**config.mk**
```make
export PLATFORM = sky130hd
export DESIGN_NAME = scan_misr_state_bank
export DESIGN_NICKNAME = d
export VERILOG_FILES = /design/src/rtl/scan_misr_state_bank.sv
export SDC_FILE = /design/constraint.sdc
export NUM_CORES = 1
export LEC_CHECK = 0
export ABC_AREA = 1
export CORE_MARGIN = 1.5
export CORE_UTILIZATION = 25
export DETAILED_ROUTE_END_ITERATION = 6
export GPL_TIMING_DRIVEN = 0
export PLACE_DENSITY = 0.56
export SLEW_MARGIN = 20
export SYNTH_ARGS = -nofsm -noshare
export SYNTH_HDL_FRONTEND = slang
export SYNTH_SLANG_ARGS = --single-unit
export TNS_END_PERCENT = 10
```
**constraint.sdc**
```tcl
create_clock -name CK -period 1.52 [get_ports CK]
set_input_delay 0.304 -clock CK [delete_from_list [all_inputs] [get_ports CK]]
set_output_delay 0.304 -clock CK [all_outputs]
set_load 0.02 [all_outputs]
```
**src/rtl/scan_misr_state_bank.sv**
```systemverilog
// Scannable state-register bank with a windowed MISR that compacts primary outputs
// into a signature for golden-vs-suspect comparison.
module scan_misr_state_bank #(
    parameter int                   STATE_W     = 6,
    parameter int                   OUT_W       = 7,
    parameter logic [STATE_W-1:0]   RESET_STATE = '0,
    parameter logic [OUT_W-1:0]     MISR_POLY   = 7'h03,
    parameter int                   WINDOW      = 16,
    localparam int                  CW          = $clog2(WINDOW + 1)
) (
    input  logic               CK,
    input  logic               RST,
    input  logic [STATE_W-1:0] D,
    output logic [STATE_W-1:0] Q,
    input  logic               SE,
    input  logic               SI,
    output logic               SO,
    input  logic [OUT_W-1:0]   PO,
    input  logic               SIG_START,
    output logic [OUT_W-1:0]   SIG,
    output logic               SIG_VALID,
    output logic [CW-1:0]      CYC
);

    typedef enum logic [1:0] {IDLE, RUN, DONE} state_t;

    state_t           state;
    logic [OUT_W-1:0] misr_next;
    logic [CW-1:0]    cyc_inc;

    always_ff @(posedge CK) begin
        if (RST)
            Q <= RESET_STATE;
        else if (SE)
            Q <= {Q[STATE_W-2:0], SI};
        else
            Q <= D;
    end

    assign SO = Q[STATE_W-1];

    always_comb begin
        misr_next = {SIG[OUT_W-2:0], 1'b0} ^ (SIG[OUT_W-1] ? MISR_POLY : '0) ^ PO;
        cyc_inc   = CYC + CW'(1);
    end

    // Scan cycles (SE=1) never step the MISR, so the signature only sees functional cycles.
    always_ff @(posedge CK) begin
        if (RST) begin
            state     <= IDLE;
            SIG       <= '0;
            CYC       <= '0;
            SIG_VALID <= 1'b0;
        end else begin
            case (state)
                IDLE: begin
                    SIG_VALID <= 1'b0;
                    if (SIG_START) begin
                        state <= RUN;
                        SIG   <= '0;
                        CYC   <= '0;
                    end
                end
                RUN: begin
                    if (SIG_START) begin
                        SIG <= '0;
                        CYC <= '0;
                    end else if (!SE) begin
                        SIG <= misr_next;
                        CYC <= cyc_inc;
                        if (cyc_inc == CW'(WINDOW)) begin
                            state     <= DONE;
                            SIG_VALID <= 1'b1;
                        end
                    end
                end
                DONE: begin
                    if (SIG_START) begin
                        state     <= RUN;
                        SIG       <= '0;
                        CYC       <= '0;
                        SIG_VALID <= 1'b0;
                    end
                end
                default: state <= IDLE;
            endcase
        end
    end

endmodule

```
==> flow_summary.rst <==
.. list-table::
   :header-rows: 1

   * - Metric
     - Value
   * - Run status
     - complete, no violations
   * - Vias
     - 999
   * - Worst-case setup margin in the final layout
     - 0.116 ns
   * - I/O pin count
     - 38
   * - Number of enable flip-flop cells after synthesis
     - 0
   * - Global-route usage over all layers
     - 11.8%
   * - Total wirelength of the detailed-routed design
     - 2.47 mm
   * - Worst path cell trace
     - dlygate4sd2_1
   * - TritonCTS clock tree
     - done
   * - Global route total overflow
     - 0
   * - Detailed-route vias per instance
     - 4.42
   * - Relative contribution of sequential cells to total power
     - 49.6%
   * - Worst endpoint required time
     - 1.22 ns
   * - Combinational power share
     - 19.4%
   * - Clk_skew
     - 0.00102 ns
   * - Most frequent cells after synthesis
     - nand2_1 (24), nor2_1 (22), dfxtp_1 (21)
   * - Number of synthesized register bits
     - 21
   * - Dominant cell type by area after synthesis
     - dfxtp_1
   * - Unrepaired setup endpoints after global routing
     - false
   * - Chip Height
     - 67.2 um
   * - Final worst path period need
     - 1.40 ns
   * - CP Class
     - register to primary output
   * - Worst-Margin Slew
     - 0.357 ns
   * - Clock-pin slew on the worst setup and hold paths
     - 0.08 ns
   * - Setup-violating endpoint count in the final report
     - 0
   * - Summed instance area of the synthesized netlist
     - 0.00103 mm^2
   * - Global-route wire length before repair
     - 4.12 mm
   * - Biggest cell delay along the critical path
     - 0.47 ns
   * - Switching power share of the total
     - 27.1%
   * - Vias in the first global route
     - 949
   * - Clock Root Buffer
     - clkbuf_8
   * - Total leakage power
     - 0.000726 uW
   * - Insertion delay to the later sink of the worst-skew pair
     - 0.26 ns
   * - Number of antenna violations at the first check in global routing
     - 0
   * - Top FF cell, synth
     - dfxtp_1
   * - Overall die area
     - 0.00451 mm^2
   * - Slew Limit Fails
     - 0
   * - Final worst-path cycle share
     - 92.4%
   * - Clock buffer depth
     - 2
   * - Setup_tns
     - 0 ns
   * - Kind of path behind the tightest hold check
     - input port to register
   * - Post-layout net count
     - 196
   * - Initial core utilization
     - 25.9%
   * - Total of max-cap violations
     - 0
   * - Slowest cell on crit path
     - dfxtp_1
   * - Clock buffers created by TritonCTS
     - 3
   * - Worst slack, placed
     - -0.225 ns
   * - Count of buffering cells on the critical path with inverters included
     - 1
   * - Slew headroom
     - 76.2%
   * - Switching Power
     - 325 uW
   * - Share of synthesized flip-flops with an asynchronous set or reset
     - 0%
   * - Row count
     - 23
   * - DR pass1 iterations
     - 4
   * - Signed area change from the synthesized netlist to the final layout
     - 45.3%
   * - Placed wire-length estimate after detailed placement
     - 1.84 mm
   * - Die width
     - 67.2 um
   * - Hold violation total from the final report
     - 0
   * - Post-placement cell count
     - 221
   * - Int Pwr
     - 873 uW
   * - Filler-free cell count of the finished design
     - 226
   * - Number of nets with antenna violations after routing
     - 0
   * - Largest net degree at the start of global routing
     - 12
   * - Maximum operating frequency
     - 0.712 GHz
   * - N_diodes
     - 0
   * - Unique cell type count in the Yosys netlist
     - 27
   * - # H-tree levels
     - 1
   * - Fraction of layout instances using a drive strength above 1
     - 11.4%
   * - Core region area
     - 0.00397 mm^2
   * - Sequential area share after synthesis
     - 40.8%
   * - Fill cell count
     - 429
   * - Number of sinks handled by clock tree synthesis
     - 21
   * - Synth warnings
     - 0
   * - Synth area leaders
     - dfxtp_1 (41%), nand2_1 (8.7%), nor2_1 (8.0%)
   * - Mapped Nets
     - 154
   * - Final worst hold slack
     - 0.360 ns
   * - Type of destination of the critical path
     - primary output
   * - Startpoint types
     - register
   * - Cell family with the largest share of critical-path delay
     - flip-flops
   * - Layout Utilization
     - 37.7%
   * - Top-area cell type share of the netlist area
     - 40.8%
   * - Wire length per cell
     - 10.9 um
   * - Share of total power in the clock network
     - 31.0%
   * - Mapped Cells
     - 135
   * - Areal power density over the cells
     - 801 mW/mm^2
   * - I/O Buffers
     - 36
   * - Average instance area after synthesis
     - 7.63 um^2
   * - Maximum vdd ir drop
     - 0.000325 V
   * - Most common cell in the synthesized netlist
     - nand2_1
   * - Placer Congestion
     - 0.821
   * - Data arrival at the endpoint of the critical path
     - 1.10 ns
   * - Drt first-iter violations
     - 21
   * - DRC Markers
     - 0
   * - Highest net fanout along the worst path
     - 8
==> layout make-up <==
type,count,area (um^2),share of cell area [%]
Timing Repair Buffer,37,359,24.0
Tap cell,50,62.6,4.18
Multi-Input combinational cell,97,514,34.4
Buffer,4,28.8,1.92
Sequential cell,21,420,28.1
Clock buffer,4,45.0,3.01
Inverter,13,66.3,4.43
==> cells by family after synthesis <==
logic type	Yosys count	share of synthesized area (%)
compound gates	29	16.2
xor+xnor	8	6.80
fa+ha+maj	1	1.21
buf+inv	17	9.23
flops	21	40.8
simple gates	59	25.8
==> registers in the layout, summed over array words and instances (netlist names) <==
name,count
SIG,7
Q,6
CYC,5
state,2
SIG_VALID,1
==> cells in the final DEF, fill, tap and decap left out, types with 2 or more instances in the layout <==
cell             netlist  final
dlymetal6s2s_1         0      5
clkbuf_8               0      3
buf_4                  1      3
nor2_1                22     22
nand2_1               24     24
inv_1                  9      9
o21ai_0                6      6
dlygate4sd2_1          0     15
dfxtp_1               21     21
nand4_1                3      3
nand3_1                6      6
a21oi_1               14     14
o21ai_1                5      5
xor2_1                 7      7
clkdlybuf4s50_1        0     15
buf_2                  2      2
==> through the flow <==
| stage | total power, uW | cell area (um^2) |
|---|---|---|
| floorplan | 738 | 1030 |
| global placement | 849 | 1450 |
| detailed placement | 854 | 1450 |
| CTS | 1220 | 1480 |
| global route | 1270 | 1500 |
| finish | 1200 | 1500 |
==> power groups by stage <==
| stage | clock (uW) | sequential [uW] | combinational, uW |
|---|---|---|---|
| final | 372 | 594 | 232 |
| after global routing | 413 | 599 | 257 |
| after CTS | 386 | 595 | 236 |
| after detailed placement | 0 | 608 | 246 |
| after global placement | 0 | 607 | 242 |
| after floorplan | 0 | 634 | 104 |
==> final timing paths <==
kind         slack (ns)  cells after the start      start   endpoint
max reg2reg        0.14                      7     CYC[0]   state[1]
min reg2reg        0.45                      2  SIG_VALID  SIG_VALID
min                0.36                      2        RST     CYC[4]
max                0.12                      1     CYC[2]     CYC[2]
==> per-layer routing <==
layer	GRT usage (%)	routed length (um)	up-vias
met3	1.67	115	2
li1	-	-	520
met5	0	0	-
met1	14.7	1130	448
met2	19.9	1200	29
met4	5.61	20	0
==> what timing repair did <==
| action | CTS | global route |
|---|---|---|
| hold buffers | 0 | 0 |
| gates cloned | 0 | 0 |
| endpoints found under the setup margin | 16 | 11 |
| setup buffers | 0 | 1 |
| gates resized for setup | 16 | 5 |
| pin swaps | 0 | 1 |
No activity file was read; power rests on OpenSTA's default activity.
